<file path="config.mk">
export PLATFORM = sky130hd
export DESIGN_NAME = seg7_result_display
export DESIGN_NICKNAME = d
export VERILOG_FILES = /design/src/rtl/seg7_result_display.sv
export SDC_FILE = /design/constraint.sdc
export NUM_CORES = 1
export LEC_CHECK = 0
export CORE_UTILIZATION = 31
export DETAILED_ROUTE_END_ITERATION = 6
export GPL_TIMING_DRIVEN = 1
export SLEW_MARGIN = 25
export SYNTH_ARGS = -nofsm -noshare
export SYNTH_HDL_FRONTEND = slang
export SYNTH_SLANG_ARGS = --single-unit
</file>
<file path="constraint.sdc">
create_clock -name clk -period 2.5 [get_ports clk]
set_clock_uncertainty 0.1 [all_clocks]
set_input_delay 0.5 -clock clk [delete_from_list [all_inputs] [get_ports clk]]
set_output_delay 0.5 -clock clk [all_outputs]
set_load 0.03 [all_outputs]
</file>
<file path="src/rtl/seg7_result_display.sv">
// seg7_result_display: converts the 8-bit result to BCD by sequential double-dabble
// and scans it onto a 3-digit 7-segment display with leading-zero blanking.
module seg7_result_display #(
    parameter int REFRESH_DIV    = 1000,
    parameter bit SEG_ACTIVE_LOW = 1
) (
    input  logic        clk,
    input  logic        rst,
    input  logic        display_enable,
    input  logic [7:0]  display_value,
    output logic        busy,
    output logic [11:0] bcd,
    output logic [2:0]  an,
    output logic [6:0]  seg
);
    localparam logic [1:0] IDLE = 2'd0;
    localparam logic [1:0] CONV = 2'd1;
    localparam logic [1:0] LOAD = 2'd2;
    localparam int CW = (REFRESH_DIV > 2) ? $clog2(REFRESH_DIV) : 1;

    logic [1:0]    state;
    logic          valid;
    logic [7:0]    shown_raw;
    logic [19:0]   sr;
    logic [19:0]   sr_adj;
    logic [2:0]    iter;
    logic [CW-1:0] cnt;
    logic [1:0]    idx;
    logic [3:0]    nib;
    logic          lit;
    logic [2:0]    an_on;
    logic [6:0]    seg_on;

    function automatic logic [3:0] add3(input logic [3:0] n);
        return (n >= 4'd5) ? n + 4'd3 : n;
    endfunction

    function automatic logic [6:0] seg_of(input logic [3:0] n);
        case (n)
            4'd0:    return 7'h3F;
            4'd1:    return 7'h06;
            4'd2:    return 7'h5B;
            4'd3:    return 7'h4F;
            4'd4:    return 7'h66;
            4'd5:    return 7'h6D;
            4'd6:    return 7'h7D;
            4'd7:    return 7'h07;
            4'd8:    return 7'h7F;
            4'd9:    return 7'h6F;
            default: return 7'h00;
        endcase
    endfunction

    assign sr_adj = {add3(sr[19:16]), add3(sr[15:12]), add3(sr[11:8]), sr[7:0]};

    always_ff @(posedge clk or negedge rst) begin
        if (!rst) begin
            state     <= IDLE;
            busy      <= 1'b0;
            bcd       <= 12'h000;
            valid     <= 1'b0;
            shown_raw <= 8'h00;
            sr        <= 20'h0;
            iter      <= 3'd0;
        end else begin
            case (state)
                IDLE: if (display_enable && (!valid || display_value != shown_raw)) begin
                    shown_raw <= display_value;
                    sr        <= {12'h000, display_value};
                    iter      <= 3'd0;
                    busy      <= 1'b1;
                    state     <= CONV;
                end
                CONV: begin
                    sr    <= {sr_adj[18:0], 1'b0};
                    iter  <= iter + 3'd1;
                    state <= (iter == 3'd7) ? LOAD : CONV;
                end
                LOAD: begin
                    bcd   <= sr[19:8];
                    valid <= 1'b1;
                    busy  <= 1'b0;
                    state <= IDLE;
                end
                default: state <= IDLE;
            endcase
        end
    end

    // Scan timing free-runs so digit brightness never depends on conversion activity.
    always_ff @(posedge clk or negedge rst) begin
        if (!rst) begin
            cnt <= '0;
            idx <= 2'd0;
        end else if (cnt == CW'(REFRESH_DIV - 1)) begin
            cnt <= '0;
            idx <= (idx == 2'd2) ? 2'd0 : idx + 2'd1;
        end else begin
            cnt <= cnt + 1'b1;
        end
    end

    always_comb begin
        nib    = (idx == 2'd0) ? bcd[3:0] : (idx == 2'd1) ? bcd[7:4] : bcd[11:8];
        lit    = display_enable && valid && (idx == 2'd0 || (idx == 2'd1 && bcd[11:4] != 8'h00) ||
                 (idx == 2'd2 && bcd[11:8] != 4'h0));
        an_on  = lit ? (3'b001 << idx) : 3'b000;
        seg_on = lit ? seg_of(nib) : 7'h00;
    end

    always_ff @(posedge clk or negedge rst) begin
        if (!rst) begin
            an  <= {3{SEG_ACTIVE_LOW}};
            seg <= {7{SEG_ACTIVE_LOW}};
        end else begin
            an  <= SEG_ACTIVE_LOW ? ~an_on : an_on;
            seg <= SEG_ACTIVE_LOW ? ~seg_on : seg_on;
        end
    end

    bcd_digits_ok: assert property (@(posedge clk) disable iff (!rst)
        bcd[3:0] <= 4'd9 && bcd[7:4] <= 4'd9 && bcd[11:8] <= 4'd9);
endmodule

</file>
==> flow_summary.json <==
{
  "clock_sinks": 69,
  "static_leakage_uw": 0.001822,
  "multiInputGateArea_um2": 1780,
  "grt_antenna_before_repair": 0,
  "drtAntennaViolNets": 0,
  "min_period_ns": 2.176,
  "ctsLongestPathBuffers": 2,
  "timing.critical_path.max_delay_family": "compound AO/OA/AOI/OAI gates",
  "rsz_0062_raised_after_global_routing": "no",
  "post-synth-top-area-cell": "dfrtp_1",
  "worst_min_delay_path_category": "input pin to asynchronous set/reset pin",
  "areaGrowthSynthToFinish_pct": 23.51,
  "detailedPlace.worstSlack_ns": 0.1054,
  "via_per_inst": 4.951,
  "proportion_of_layout_cells_with_a_drive_suffix_above_1_pct": 17.65,
  "number_of_buffers_created_by_cts": 9,
  "internal-power_uw": 3214,
  "boundaryPins": 34,
  "critPathMaxStageDelay_ns": 0.52,
  "cp-end-kind": "flop",
  "path_class": "flop to flop",
  "worstSetupStartpointType": "flop",
  "final_cell_area_um2": 4483,
  "total_switching_power_uw": 2001,
  "cp_max_fo": 8,
  "power.switching_fraction_pct": 38.37,
  "drv_slew": 0,
  "synth-seq-cells": 69,
  "netlist_instances": 360,
  "die_x_um": 110.2,
  "wire_per_inst_um": 13.86,
  "synthesis.yosys.warnings": 0,
  "gp_congestion": 0.8206,
  "detailedPlacementHpwl_um": 5414,
  "antenna_cells_inserted": 0,
  "clock_power_share_pct": 22.8,
  "final_nets": 428,
  "pin_count_of_the_biggest_net_entering_global_routing": 70,
  "max_cap_viol_count": 0,
  "finalWirelength_um": 7636,
  "placed_area_um2": 4195,
  "worst_ep_required_time_ns": 2.63,
  "final-seq-area_um2": 1739,
  "drcViolationCount": 0,
  "post-synth-top-count-cell": "dfrtp_1",
  "synth_edf_count": 0,
  "yosys-top-cells-area": "dfrtp_1 (41%), dfstp_2 (7.2%), mux2_2 (6.2%), ha_1 (4.8%), nand2_1 (4.3%)",
  "clkLatencyLatePin_ns": 0.33,
  "power_per_cell_area_nw_per_um2": 1163,
  "irDropWorstVdd_uv": 506.7,
  "worst_r2r_path_depth": 8,
  "routed-via-count": 2728,
  "worst-r2r-setup-slack_ns": 0.32,
  "number_of_gates_resized_after_cts": 0,
  "r2r-start": "idx[0]",
  "timing.setup.tns_ns": 0,
  "initial_core_util_pct": 31.79,
  "hold_viol_final": 0,
  "number_of_buffers_inserted_to_repair_setup_after_cts": 0,
  "worstMarginPinSlew_ns": 0.4280,
  "totalPowerFinal_uw": 5215,
  "crit_path_frequent_cell": "o211ai_1",
  "yosys_most_used_dff": "dfrtp_1",
  "synthesis.area_per_instance_um2": 10.08,
  "buffers_added_on_ports": 33,
  "root_buffer": "clkbuf_16",
  "asyncSetResetFlopFracSynth_pct": 100.0,
  "core-area_um2": 11420,
  "cts.reportedPaths.clkPinSlew_ns": 0.06,
  "std_cell_rows": 39,
  "synth_largest_type_area_fraction_pct": 40.68,
  "synth.yosys.seq_area_share_pct": 47.91,
  "worst_rel_slew_slack_pct": 70.90,
  "firstDrtPassIters": 4,
  "comb_power_share_pct": 41.9,
  "die_y_um": 110.2,
  "syn_area_um2": 3630,
  "tritoncts": "yes",
  "drt-initial-drc-count": 108,
  "outcome": "completed",
  "layout.filler_cells": 1122,
  "critPathBufInv": 1,
  "grt_pass1_vias": 2661,
  "cts_hold_buf": 0,
  "cts_htree_levels": 3,
  "crit_chain": "mux2i_1, o21ai_0, buf_4, ha_1, a211oi_1, a21oi_1, o211ai_1, o211ai_1",
  "reg2reg_end": "seg[6]",
  "wire_length_of_the_first_global_routing_pass_um": 13160,
  "globalRoute.totalOverflow": 0,
  "setup_viol": 0,
  "share_seq_of_total_power_pct": 35.3,
  "post-route-worst-setup-slack_ns": 0.3243,
  "grt_use_total_pct": 14.18,
  "synth_cell_type_count": 48,
  "die_area_um2": 12150,
  "syn_nets": 385,
  "yosys-top-cells-count": "dfrtp_1 (59), nand2_1 (42), o21ai_0 (28)",
  "layout_worst_path_cycle_share_pct": 87.03,
  "critPathArrivalTime_ns": 2.31,
  "crit_slowest_cell": "dfrtp_1",
  "fmaxAchievable_ghz": 0.4596
}
## worst max path at each step
stage,from,endpoint,slack [ns],cells past startpoint
after detailed placement,display_value[5],shown_raw[2],0.11,6
final,idx[0],seg[6],0.32,8
after CTS,idx[0],seg[6],0.32,8
after global placement,display_value[2],shown_raw[2],0.13,6
after global routing,idx[0],seg[6],0.14,8
after floorplan,bcd[5],seg[5],0.36,8
## registers in the layout, summed over array words and instances (netlist names)
register / count
idx: 2
bcd: 12
state: 2
valid: 1
iter: 3
an: 3
shown_raw: 8
seg: 7
cnt: 10
busy: 1
sr: 20
## layer usage
layer  GRT usage [%]  up-vias  wire [um]
li1                -     1349          -
met1           18.45     1320       3525
met2           22.68       51       3684
met3           3.998        8        327
met4           4.793        0         99
met5               0        -          0
## through the flow
step                util (%)  hold WS [ns]  std cells
floorplan                  -        0.1044        360
global placement       36.74        0.3468        535
detailed placement     36.74        0.3500        535
CTS                    39.26        0.1052        551
global route           39.26        0.1177        551
finish                 39.26       0.09987        551
## final cells by class
type	count	share of cell area, %
tap	143	3.991
multi-input combinational	265	39.72
timing repair buffer	47	10.16
clock buffer	11	5.638
sequential	69	38.79
inverter	11	0.9210
clock inverter	5	0.7815
## cells in the final DEF (no fill, tap or decap), types with 11 or more instances in the layout
cell type / instances
o21ai_0: 28
nor3_1: 12
nor2_1: 27
dfrtp_1: 59
nand2_1: 42
clkdlybuf4s50_1: 32
ha_1: 14
inv_1: 11
a21oi_1: 22
mux2_2: 20
buf_4: 12
## cells by family (layout without fill, tap and decap cells)
| kind of cell | count (synthesis) | in the layout | share of synthesized area [%] |
|---|---|---|---|
| and+or+nand+nor | 127 | 127 | 17.72 |
| AOI/OAI and AO/OA | 79 | 79 | 13.48 |
| muxes | 27 | 27 | 8.514 |
| xor gates and xnor gates | 18 | 18 | 4.343 |
| adders and majority gates | 14 | 14 | 4.826 |
| DFF | 69 | 69 | 47.91 |
| buffers and inverters | 26 | 74 | 3.205 |
## power by group through the flow
stage	Sequential, uW	Clock (uW)	Combinational, uW
2_1_floorplan	2000	0	1310
3_3_place_gp	1850	0	2140
3_5_place_dp	1860	0	2190
4_1_cts	1840	1220	2200
5_1_grt	1900	1270	2450
6_report	1840	1190	2190
Note: power is estimated with default switching activity, not from simulation.
